==> src/rtl/seq_detect_param_pkg.sv <==
// Shared types and defaults for the parametrised serial pattern detector.
package seq_detect_param_pkg;

  // Default window/pattern width and match counter width
  localparam int unsigned PAT_W_DEF = 8;
  localparam int unsigned CNT_W_DEF = 16;

  // Detector FSM encoding (1-bit)
  typedef enum logic {
    S_FILL  = 1'b0,
    S_ARMED = 1'b1
  } state_t;

endpackage : seq_detect_param_pkg

==> src/rtl/seq_detect_param_window.sv <==
// seq_window: PAT_W-bit shift window plus a saturating fill counter.
// win_nxt/full_nxt show what the window and fill status become if the
// current bit is shifted in on this edge.
module seq_window
  import seq_detect_param_pkg::*;
#(
  parameter int unsigned PAT_W = PAT_W_DEF
) (
  input  logic             clk,
  input  logic             rst,
  input  logic             shift,
  input  logic             flush,
  input  logic             din,
  output logic [PAT_W-1:0] win_nxt,
  output logic             full_nxt
);

  localparam int unsigned FILL_W = $clog2(PAT_W + 1);

  logic [PAT_W-1:0]  r_win;
  logic [FILL_W-1:0] r_fill;

  // Look-ahead window and "full including this bit" flag
  always_comb begin
    win_nxt  = {r_win[PAT_W-2:0], din};
    full_nxt = (r_fill >= FILL_W'(PAT_W - 1));
  end

  // Window and fill counter; flush restarts the fill but keeps window content
  always_ff @(posedge clk) begin
    if (rst) begin
      r_win  <= '0;
      r_fill <= '0;
    end else if (shift) begin
      r_win <= win_nxt;
      if (flush) begin
        r_fill <= '0;
      end else if (r_fill != FILL_W'(PAT_W)) begin
        r_fill <= r_fill + FILL_W'(1);
      end
    end
  end

endmodule : seq_window

==> src/rtl/seq_detect_param.sv <==
// seq_detect_param: serial pattern detector with runtime pattern, don't-care
// mask and overlap/non-overlap selection. Emits a registered one-cycle
// find_ok pulse per match.
// Build option: define SEQ_MATCH_CNT_EN to build the saturating match counter;
// otherwise match_cnt is tied to zero.
module seq_detect_param
  import seq_detect_param_pkg::*;
#(
  parameter int unsigned PAT_W = PAT_W_DEF,
  parameter int unsigned CNT_W = CNT_W_DEF
) (
  input  logic             clk,
  input  logic             rst,
  input  logic             clear,
  input  logic             din_valid,
  input  logic             din,
  input  logic [PAT_W-1:0] pattern,
  input  logic [PAT_W-1:0] care_mask,
  input  logic             overlap_en,
  output logic             find_ok,
  output logic [CNT_W-1:0] match_cnt
);

  state_t           r_state;
  state_t           w_state_nxt;
  logic             w_rst;
  logic [PAT_W-1:0] w_win_nxt;
  logic             w_full_nxt;
  logic             w_match;
  logic             w_flush;
  logic             r_find_ok;

  assign w_rst = rst | clear;

  seq_window #(
    .PAT_W (PAT_W)
  ) u_window (
    .clk      (clk),
    .rst      (w_rst),
    .shift    (din_valid),
    .flush    (w_flush),
    .din      (din),
    .win_nxt  (w_win_nxt),
    .full_nxt (w_full_nxt)
  );

  // Masked compare on accepted bits once the window is full
  always_comb begin
    w_match = din_valid && w_full_nxt &&
              (((w_win_nxt ^ pattern) & care_mask) == '0);
  end

  // Next-state logic; a non-overlapping match restarts the fill
  always_comb begin
    w_state_nxt = r_state;
    w_flush     = 1'b0;
    if (w_match && !overlap_en) begin
      w_flush = 1'b1;
    end
    unique case (r_state)
      S_FILL: begin
        if (din_valid && w_full_nxt && !w_flush) begin
          w_state_nxt = S_ARMED;
        end
      end
      S_ARMED: begin
        if (w_flush) begin
          w_state_nxt = S_FILL;
        end
      end
      default: w_state_nxt = S_FILL;
    endcase
  end

  // State register
  always_ff @(posedge clk) begin
    if (w_rst) begin
      r_state <= S_FILL;
    end else begin
      r_state <= w_state_nxt;
    end
  end

  // Registered match pulse
  always_ff @(posedge clk) begin
    if (w_rst) begin
      r_find_ok <= 1'b0;
    end else begin
      r_find_ok <= w_match;
    end
  end

  assign find_ok = r_find_ok;

`ifdef SEQ_MATCH_CNT_EN
  logic [CNT_W-1:0] r_match_cnt;

  // Saturating match counter, steps on the same edge that raises find_ok
  always_ff @(posedge clk) begin
    if (w_rst) begin
      r_match_cnt <= '0;
    end else if (w_match && (r_match_cnt != {CNT_W{1'b1}})) begin
      r_match_cnt <= r_match_cnt + CNT_W'(1);
    end
  end

  assign match_cnt = r_match_cnt;
`else
  assign match_cnt = '0;
`endif

endmodule : seq_detect_param
==> config.mk <==
export PLATFORM = sky130hd
export DESIGN_NAME = seq_detect_param
export DESIGN_NICKNAME = d
export VERILOG_FILES = /design/src/rtl/seq_detect_param_pkg.sv /design/src/rtl/seq_detect_param_window.sv /design/src/rtl/seq_detect_param.sv
export SDC_FILE = /design/constraint.sdc
export NUM_CORES = 1
export LEC_CHECK = 0
export CAP_MARGIN = 20
export CORE_MARGIN = 2
export CORE_UTILIZATION = 34
export CTS_CLUSTER_DIAMETER = 80
export CTS_CLUSTER_SIZE = 16
export DETAILED_ROUTE_END_ITERATION = 12
export GPL_TIMING_DRIVEN = 1
export PLACE_DENSITY = 0.71
export SETUP_SLACK_MARGIN = 0.05
export SLEW_MARGIN = 20
export SYNTH_ARGS = -nofsm -noshare
export SYNTH_HDL_FRONTEND = slang
export SYNTH_SLANG_ARGS = --single-unit
==> constraint.sdc <==
create_clock -name clk -period 1.3 [get_ports clk]
set_input_delay 0.26 -clock clk [delete_from_list [all_inputs] [get_ports clk]]
set_output_delay 0.26 -clock clk [all_outputs]
set_load 0.01 [all_outputs]
==> flow_summary.yaml, run 1 <==
run_status:
  outcome: "complete, but fails checks"
  violations: "negative setup slack"
cts:
  clk_latency_ns: 0.26
  htree_levels: 1
  clk_pin_slew_worst_paths_ns: 0.07
  clkSinkCount: 12
  cts-root-buf: "clkbuf_4"
  clk_path_buf_depth: 2
  cts_buffers: 3
  cts_tree: "built"
grt:
  overflow: 0
  grt_max_degree: 10
  antenna_found_initial: 0
  grt_usage_pct: 12.4
  grt_pass1_vias: 594
  grt_pass1_wl_mm: 2.43
power:
  p_leak_uw: 0.000468
  power_uw: 743
  power.density_nw_per_um2: 724
  ir_drop_v: 0.000392
  p_switching_uw: 180
  p_comb_share_pct: 20.1
  sw_frac_of_total_pct: 24.2
  p_int_uw: 563
  p_seq_share_pct: 50.4
  p_clk_share_pct: 29.4
critical_path:
  worst-setup-path-type: "input pin to flop"
  r2r_slack_ns: 0
  critPathSlowestCell: "clkdlybuf4s50_1"
  crit_family: "buffers and inverters"
  cp.required_ns: 1.44
  reg2regPathDepth: 4
  slowest_delay_ns: 0.44
  path_cells: "clkdlybuf4s50_1 -> xor2_2 -> a211oi_2 -> and4_4 -> a211oi_1"
  reg2reg_to: "u_window.r_fill[0]$_SDFFE_PP0P_"
  worst_setup_path_start_kind: "input pin"
  arrival_ns: 1.45
  critPathCaptureType: "flop"
  crit_fanout: 5
  rr_startpoint: "u_window.r_win[4]$_SDFFE_PP0P_"
  worst-path-buf-inv: 1
layout:
  n_antenna_cell: 0
  layout.area.seq_sq_um: 245
  area_growth_pct: 40.3
  utilization_pct: 51.3
  multi_input_area_sq_um: 433
  drive_above_1_share_pct: 20.9
  nets: 136
  fillers: 194
  layout.cells.non_filler: 137
drt:
  via_per_inst: 4.29
  wl_per_cell_microns: 10.0
  drc_errors: 0
  vias: 588
  ant_nets: 0
  firstDrtPassIters: 4
  drtIter0Drc: 6
  routed_wl_mm: 1.37
synth:
  synth-seq-cells: 12
  yosysSeqAreaShare_pct: 32.8
  mappedNetlistArea_sq_um: 732
  synth_warnings: 0
  syn_inst: 80
  avgSynthCellArea_sq_um: 9.15
  ys_types: 23
placed_design:
  dp_slack_ns: -0.407
  dp_cells: 134
  dp_hpwl_mm: 1.17
  portBuffers: 22
  gp_congestion: 0.703
sta:
  setup_slack_ns: -0.00898
  rsz0062_at_grt: "yes"
  hold_viol: 0
  tns_ns: -0.00898
  finalCritPeriodShare_pct: 101
  slew_violations: 0
  setup_viol_count_final: 1
  fmax_mhz: 764
  fin_skew_ns: 0.00307
  period_needed_ns: 1.31
die:
  start_util_pct: 36.6
  dieArea_sq_um: 2540
  coreArea_sq_um: 2000
  die_w_microns: 50.4
  row_count: 16
  num_io_pins: 39
  die_h_microns: 50.4
hold_path:
  whs_endpoint: "u_window.r_fill[0]$_SDFFE_PP0P_"
  min_from: "din_valid"
  min_path_cells: 4
  worstHoldPathType: "input pin to flop"
run:
  maxCapViolCount: 0
worst register-to-register path: cells and delay by family (launching register included):
family,cells,cell delay [ns]
AOI/OAI and AO/OA,2,0.40
xor gates and xnor gates,1,0.13
DFF,1,0.33
and+or+nand+nor,1,0.31
flip-flops by register name (all words and copies together), names as in the netlist:
signal / count
find_ok: 1
u_window.r_fill: 4
u_window.r_win: 7
layout make-up:
class / instances / area share (%)
multi-input combinational: 61 / 42.1
timing repair buffer: 30 / 27.0
sequential: 12 / 23.9
tap: 27 / 3.29
clock buffer: 3 / 2.19
inverter: 4 / 1.46
what timing repair did:
item / in CTS / in global routing
pin swaps: 4 / 2
setup endpoints to repair: 6 / 5
hold buffers: 0 / 0
setup buffers: 0 / 0
gates resized for setup: 11 / 5
how the worst max path moves through the flow:
stage | startpoint | end | cells after the start
floorplan | u_window.r_fill[0]$_SDFFE_PP0P_ | u_window.r_fill[1]$_SDFFE_PP0P_ | 6
global placement | pattern[5] | u_window.r_fill[2]$_SDFFE_PP0P_ | 5
detailed placement | pattern[5] | u_window.r_fill[2]$_SDFFE_PP0P_ | 5
CTS | pattern[1] | u_window.r_fill[0]$_SDFFE_PP0P_ | 5
global route | pattern[3] | u_window.r_fill[0]$_SDFFE_PP0P_ | 5
finish | pattern[1] | u_window.r_fill[0]$_SDFFE_PP0P_ | 5
per-layer routing:
metal	share of wire, %	routed length (microns)	vias to the layer above	track usage [%]
li1	-	-	297	-
met1	42	577	258	14.1
met2	50	685	31	22.4
met3	7.5	103	2	2.38
met4	0.44	6	0	5.41
met5	0	0	-	0
kinds of logic (layout without fill, tap and decap cells):
| logic type | Yosys count | in the layout | synth area share, % |
|---|---|---|---|
| mux | 8 | 8 | 10.9 |
| flops | 12 | 12 | 32.8 |
| other cells | 1 | 16 | 0.512 |
| simple gates | 15 | 15 | 10.6 |
| xor+xnor | 10 | 10 | 12.0 |
| compound gates | 10 | 10 | 10.1 |
| buf+inv | 22 | 37 | 19.7 |
| fa+ha+maj | 2 | 2 | 3.42 |
cells in the final DEF (no fill, tap or decap):
master / n
a222oi_1: 1
ha_2: 1
or2_2: 1
buf_4: 8
conb_1: 16
and2b_1: 1
a211oi_1: 3
inv_1: 4
dfxtp_2: 4
clkdlybuf4s50_1: 17
dlygate4sd2_1: 4
a22oi_1: 2
a211oi_2: 1
nand2_1: 3
o21ai_2: 1
a21oi_2: 1
ha_1: 1
dlymetal6s2s_1: 1
dfxtp_1: 8
xor2_2: 1
xor2_1: 8
a221oi_2: 1
nor2_1: 7
xnor2_1: 1
mux2i_1: 8
nand4b_1: 1
and4_4: 1
nand4_1: 1
clkbuf_4: 3
synth_stat cells:
master     n  share of area (%)
ha_1       2                3.4
a222oi_1   1                1.4
nand4b_1   1                1.2
a22oi_1    2                2.1
a21oi_1    1               0.68
xor2_1     9                 11
inv_1      4                2.1
xnor2_1    1                1.2
nand4_1    1               0.86
buf_2      1               0.68
and4_4     1                1.5
or2_2      1               0.86
and2b_1    1                1.0
buf_4     16                 16
clkbuf_1   1               0.51
dfxtp_1   12                 33
nand2_1    3                1.5
a211oi_1   4                4.1
a221oi_1   1                1.2
mux2i_1    8                 11
conb_1     1               0.51
nor2_1     7                3.6
o21ai_0    1               0.68
power by group through the flow:
stage	logic (uW)	clock network (uW)	registers, uW
floorplan	101	0	382
global placement	148	0	382
detailed placement	150	0	383
CTS	149	227	374
global route	165	247	376
finish	150	219	375
stage by stage:
step           hold WS, ns  area [sq um]
2_1_floorplan        0.407           788
6_report             0.491          1030
5_1_grt              0.524          1030
4_1_cts              0.540          1010
3_3_place_gp         0.496           973
3_5_place_dp         0.521           973
(Power assumes the default switching activity.)
==> inputs of run 2 (changes only) <==
Settings changed: ABC_AREA from default to 1, CORE_UTILIZATION 34 to 37, PLACE_DENSITY 0.71 to 0.75.
==> run 2 against run 1 <==
The flow still finishes with violations (negative setup slack). Via count rose by 39%. Core utilization increased by 1.5 points. Combinational power increased by 42%. Non-clock buffer count up 3. Register-to-register slack got worse by 0.06 ns. Setup slack worse by 0.058 ns.
==> flow_summary.yaml, run 2 <==
run_status:
  outcome: "complete, but fails checks"
  violations: "negative setup slack"
synth:
  synth.area.top_cells: "dfxtp_1, buf_4, nand2_1"
  synth_ff_type: "dfxtp_1"
  ys_types: 21
  synth-edff-count: 0
  synth_most_common_cell: "nand2_1"
  synth_warnings: 0
  syn_inst: 134
  yosysSeqAreaShare_pct: 27.2
  post-synth-top-area-cell: "dfxtp_1"
  synth-seq-cells: 12
  avgSynthCellArea_sq_um: 6.58
  synthArstFlopShare_pct: 0
  synth_commonest_cells: "nand2_1, inv_1, buf_4"
  mappedNetlistArea_sq_um: 882
  yosysTopAreaCellShare_pct: 27.2
sta:
  finalCritPeriodShare_pct: 105
  rsz0062_at_grt: "yes"
  setup_viol_count_final: 3
  hold_viol: 0
  fin_skew_ns: 0.00519
  setup_slack_ns: -0.0668
  period_needed_ns: 1.37
  slew_violations: 0
  holdWs_ns: 0.488
  fmax_mhz: 732
critical_path:
  cp.required_ns: 1.46
  crit_family: "simple AND/OR/NAND/NOR gates"
  path_cells: "clkdlybuf4s50_1 -> nand2_1 -> nand3_1 -> nand2_1 -> nor2_4 -> nand4_4 -> nand2_4 -> nand2_2 -> nor2_1 -> nor2_1"
  worst-path-buf-inv: 1
  arrival_ns: 1.53
  worst-setup-path-type: "input pin to flop"
  crit_fanout: 5
  critPathSlowestCell: "clkdlybuf4s50_1"
  slowest_delay_ns: 0.47
  critPathCaptureType: "flop"
  worst_setup_path_start_kind: "input pin"
grt:
  grt_pass1_vias: 752
  grt_max_degree: 17
  overflow: 0
  antenna_found_initial: 0
  grt_usage_pct: 13.7
  grt_pass1_wl_mm: 2.78
cts:
  cts_buffers: 3
  clk_pin_slew_worst_paths_ns: 0.07
  cts-root-buf: "clkbuf_4"
  clk_latency_ns: 0.26
  cts_hold_buf: 0
  clkSinkCount: 12
  cts_tree: "built"
  clk_path_buf_depth: 2
  htree_levels: 1
drt:
  firstDrtPassIters: 4
  vias: 816
  via_per_inst: 4.21
  routed_wl_mm: 1.61
  ant_nets: 0
  drtIter0Drc: 8
  wl_per_cell_microns: 8.29
  drc_errors: 0
die:
  coreArea_sq_um: 2230
  start_util_pct: 39.5
  dieArea_sq_um: 2790
  row_count: 17
  die_w_microns: 52.8
  die_h_microns: 52.8
  num_io_pins: 39
placed_design:
  gp_congestion: 0.777
  dp_hpwl_mm: 1.38
  dp_cells: 188
  dp_slack_ns: -0.375
  portBuffers: 22
layout:
  n_antenna_cell: 0
  area_growth_pct: 33.6
  largest_register_ffs: 7
  nets: 192
  mostFrequentLayoutCells: "nand2_1, clkdlybuf4s50_1, inv_1, conb_1, nand3_1"
  regMostFlops: "u_window.r_win"
  drive_above_1_share_pct: 17.5
  layout.cells.non_filler: 194
  layout_commonest_cell: "nand2_1"
  fillers: 226
run:
  maxCapViolCount: 0
power:
  p_leak_uw: 0.000580
  ir_drop_v: 0.000426
  power.density_nw_per_um2: 699
hold_path:
  worstHoldPathType: "flop to flop"
## run 2: cells by family (layout without fill, tap and decap cells)
family / Yosys count / after routing / synth area share, %
flops: 12 / 12 / 27.2
compound gates: 17 / 17 / 10.1
other cells: 1 / 16 / 0.425
fa+ha+maj: 2 / 2 / 2.84
simple gates: 57 / 57 / 31.1
xor+xnor: 2 / 2 / 1.99
buf+inv: 43 / 60 / 26.4
## run 2: per-stage QoR
step	setup TNS, ns	total power (uW)	instance area, sq um	utilization [%]
finish	-0.181	824	1180	52.8
global route	-0.612	882	1180	52.8
CTS	-0.194	831	1160	52.0
detailed placement	-1.43	607	1130	50.4
global placement	-1.24	601	1130	50.4
floorplan	-0.0437	547	953	-
## run 2: repair_timing
action	CTS	global route
setup endpoints to repair	5	5
resized for setup	1	2
buffers inserted	2	1
pin swaps	1	1
## run 2: power breakdown
group / switching [uW] / internal, uW
clock: 115 / 107
sequential: 9.84 / 380
combinational: 105 / 108
total: 230 / 594
## run 2: layout make-up
type                            instances  area [sq um]  area share [%]
Clock buffer                            3          22.5            1.91
Inverter                               24          90.1            7.64
Multi-Input combinational cell         94           483            41.0
Sequential cell                        12           243            20.6
Tap cell                               28          35.0            2.97
Timing Repair Buffer                   33           305            25.9
## run 2: worst min-delay path, delay by kind of cell, from the launching register on
kind                   cells  cell delay, ns
buffers and inverters      1            0.06
AO/OA/AOI/OAI              1            0.06
flip-flops                 1            0.32
## run 2: worst paths after layout
path | end | cells past startpoint | from | slack, ns
hold / removal | u_window.r_win[3]$_SDFFE_PP0P_ | 2 | u_window.r_win[2]$_SDFFE_PP0P_ | 0.49
setup / recovery | u_window.r_fill[3]$_SDFFE_PP0P_ | 10 | pattern[4] | -0.07
hold reg to reg | u_window.r_win[3]$_SDFFE_PP0P_ | 2 | u_window.r_win[2]$_SDFFE_PP0P_ | 0.49
setup reg to reg | u_window.r_fill[3]$_SDFFE_PP0P_ | 10 | u_window.r_fill[1]$_SDFFE_PP0P_ | -0.06
## run 2: per-layer routing
layer	part of all wire [%]	vias to the layer above	track usage, %
met2	51	21	24.2
met5	0	-	0
met4	0.56	0	8.55
met1	43	346	14.6
li1	-	447	-
met3	5.2	2	2.86
==> inputs of run 3 (changes only) <==
Settings changed: SETUP_SLACK_MARGIN 0.05 to default.
==> run 3 against run 2 <==
The run still ends with negative setup slack left. Setup slack worse by 0.0030 ns. Combinational power about the same. First-iteration DRC count up 13%. Count of clock-buffer cells in the layout is the same. Highest routed layer unchanged.
==> flow_summary.yaml, run 3 (synthesis results as in run 2) <==
run_status:
  outcome: "complete, but fails checks"
  violations: "negative setup slack"
sta:
  fin_skew_ns: 0.00411
  fmax_mhz: 730
  setup_viol_count_final: 3
  period_needed_ns: 1.37
  finalCritPeriodShare_pct: 105
  setup_slack_ns: -0.0698
  rsz0062_at_grt: "yes"
  hold_viol: 0
  slew_violations: 0
placed_design:
  dp_slack_ns: -0.375
  dpl_cell_area_sq_um: 1130
  dp_cells: 188
  dp_hpwl_mm: 1.38
  portBuffers: 22
  gp_congestion: 0.777
power:
  power.density_nw_per_um2: 704
  ir_drop_v: 0.000425
  p_leak_uw: 0.000574
cts:
  clk_path_buf_depth: 2
  htree_levels: 1
  cts_tree: "built"
  cts_buffers: 3
  cts_hold_buf: 0
  clk_latency_ns: 0.26
  cts-root-buf: "clkbuf_4"
  clk_pin_slew_worst_paths_ns: 0.07
  clkSinkCount: 12
critical_path:
  reg2regPathDepth: 10
  critPathSlowestCell: "clkdlybuf4s50_1"
  critPathCaptureType: "flop"
  slowest_delay_ns: 0.47
  crit_family: "simple AND/OR/NAND/NOR gates"
  reg2reg_to: "u_window.r_fill[3]$_SDFFE_PP0P_"
  r2r_slack_ns: -0.07
  path_cells: "clkdlybuf4s50_1 -> nand2_1 -> nand3_1 -> nand2_1 -> nor2_4 -> nand4_4 -> nand2_4 -> nand2_2 -> nor2_1 -> nor2_1"
  cp.required_ns: 1.46
  worst_setup_path_start_kind: "input pin"
  rr_startpoint: "u_window.r_fill[1]$_SDFFE_PP0P_"
  arrival_ns: 1.53
  worst-path-buf-inv: 1
  crit_fanout: 5
  worst-setup-path-type: "input pin to flop"
die:
  coreArea_sq_um: 2230
  die_h_microns: 52.8
  row_count: 17
  start_util_pct: 39.5
  die_w_microns: 52.8
  dieArea_sq_um: 2790
  num_io_pins: 39
grt:
  grt_pass1_vias: 752
  grt_pass1_wl_mm: 2.78
  grt_max_degree: 17
  overflow: 0
  grt_usage_pct: 13.7
  antenna_found_initial: 0
hold_path:
  min_from: "u_window.r_win[2]$_SDFFE_PP0P_"
  min_path_cells: 2
  whs_endpoint: "u_window.r_win[3]$_SDFFE_PP0P_"
  worstHoldPathType: "flop to flop"
layout:
  layout.area.seq_sq_um: 243
  regMostFlops: "u_window.r_win"
  multi_input_area_sq_um: 483
  layout.cells.non_filler: 193
  nets: 191
  fin_area_sq_um: 1170
  mostFrequentLayoutCells: "nand2_1, clkdlybuf4s50_1, inv_1, conb_1, nand3_1"
  n_antenna_cell: 0
  largest_register_ffs: 7
  drive_above_1_share_pct: 17.0
  area_growth_pct: 32.3
  layout_commonest_cell: "nand2_1"
  fillers: 230
drt:
  ant_nets: 0
  routed_wl_mm: 1.60
  wl_per_cell_microns: 8.31
  firstDrtPassIters: 4
  via_per_inst: 4.17
  drtIter0Drc: 9
  drc_errors: 0
  vias: 805
run:
  maxCapViolCount: 0
## run 3: changes by cell type in the layout (fill, tap and decap cells not counted)
| cell | delta |
|---|---|
| buf_6 | -1 |
## run 3: metal layers
layer  track usage [%]  share of wire, %  vias to the layer above
li1                  -                 -                      443
met1              14.6                43                      339
met5                 0                 0                        -
met2              24.2                51                       21
met3              2.86               5.2                        2
met4              8.55              0.56                        0
## run 3: power by group
| group | internal (uW) | switching (uW) | total, uW | leakage (uW) |
|---|---|---|---|---|
| sequential | 380 | 9.82 | 390 | 0.0000986 |
| clock | 107 | 113 | 220 | 0.0000138 |
| combinational | 107 | 105 | 212 | 0.000462 |
## run 3: what timing repair did
item | CTS | global route
gates cloned | 0 | 0
pin swaps | 1 | 0
hold endpoints to repair | 0 | 0
gates resized for setup | 1 | 1
endpoints found under the setup margin | 4 | 4
buffers inserted | 2 | 0
## run 3: cell type report
class	instances	share of cell area, %
Timing Repair Buffer	32	25.2
Inverter	24	7.72
Sequential cell	12	20.8
Clock buffer	3	1.93
Multi-Input combinational cell	94	41.4
Tap cell	28	3.00
## run 3: stage by stage
step / hold WS [ns] / utilization (%) / total power, uW / TNS (ns)
floorplan: 0.412 / - / 547 / -0.0437
global placement: 0.464 / 50.4 / 601 / -1.24
detailed placement: 0.473 / 50.4 / 607 / -1.43
CTS: 0.484 / 52.0 / 831 / -0.194
global route: 0.517 / 52.3 / 882 / -0.577
finish: 0.488 / 52.3 / 822 / -0.190
## run 3: tightest hold or removal path: cells and delay by family, from the launching register on
| family | cells | cell delay [ns] |
|---|---|---|
| compound gates | 1 | 0.06 |
| flops | 1 | 0.32 |
| buf+inv | 1 | 0.06 |
## run 3: worst max-delay path by stage
| stage | startpoint | end | slack (ns) | cells past startpoint |
|---|---|---|---|---|
| after floorplan | u_window.r_fill[1]$_SDFFE_PP0P_ | u_window.r_fill[3]$_SDFFE_PP0P_ | -0.02 | 10 |
| after global placement | din_valid | u_window.r_fill[1]$_SDFFE_PP0P_ | -0.33 | 10 |
| after detailed placement | pattern[4] | u_window.r_fill[3]$_SDFFE_PP0P_ | -0.37 | 10 |
| after CTS | u_window.r_fill[1]$_SDFFE_PP0P_ | u_window.r_fill[3]$_SDFFE_PP0P_ | -0.07 | 10 |
| after global routing | u_window.r_fill[1]$_SDFFE_PP0P_ | u_window.r_fill[3]$_SDFFE_PP0P_ | -0.19 | 10 |
| final | pattern[4] | u_window.r_fill[3]$_SDFFE_PP0P_ | -0.07 | 10 |
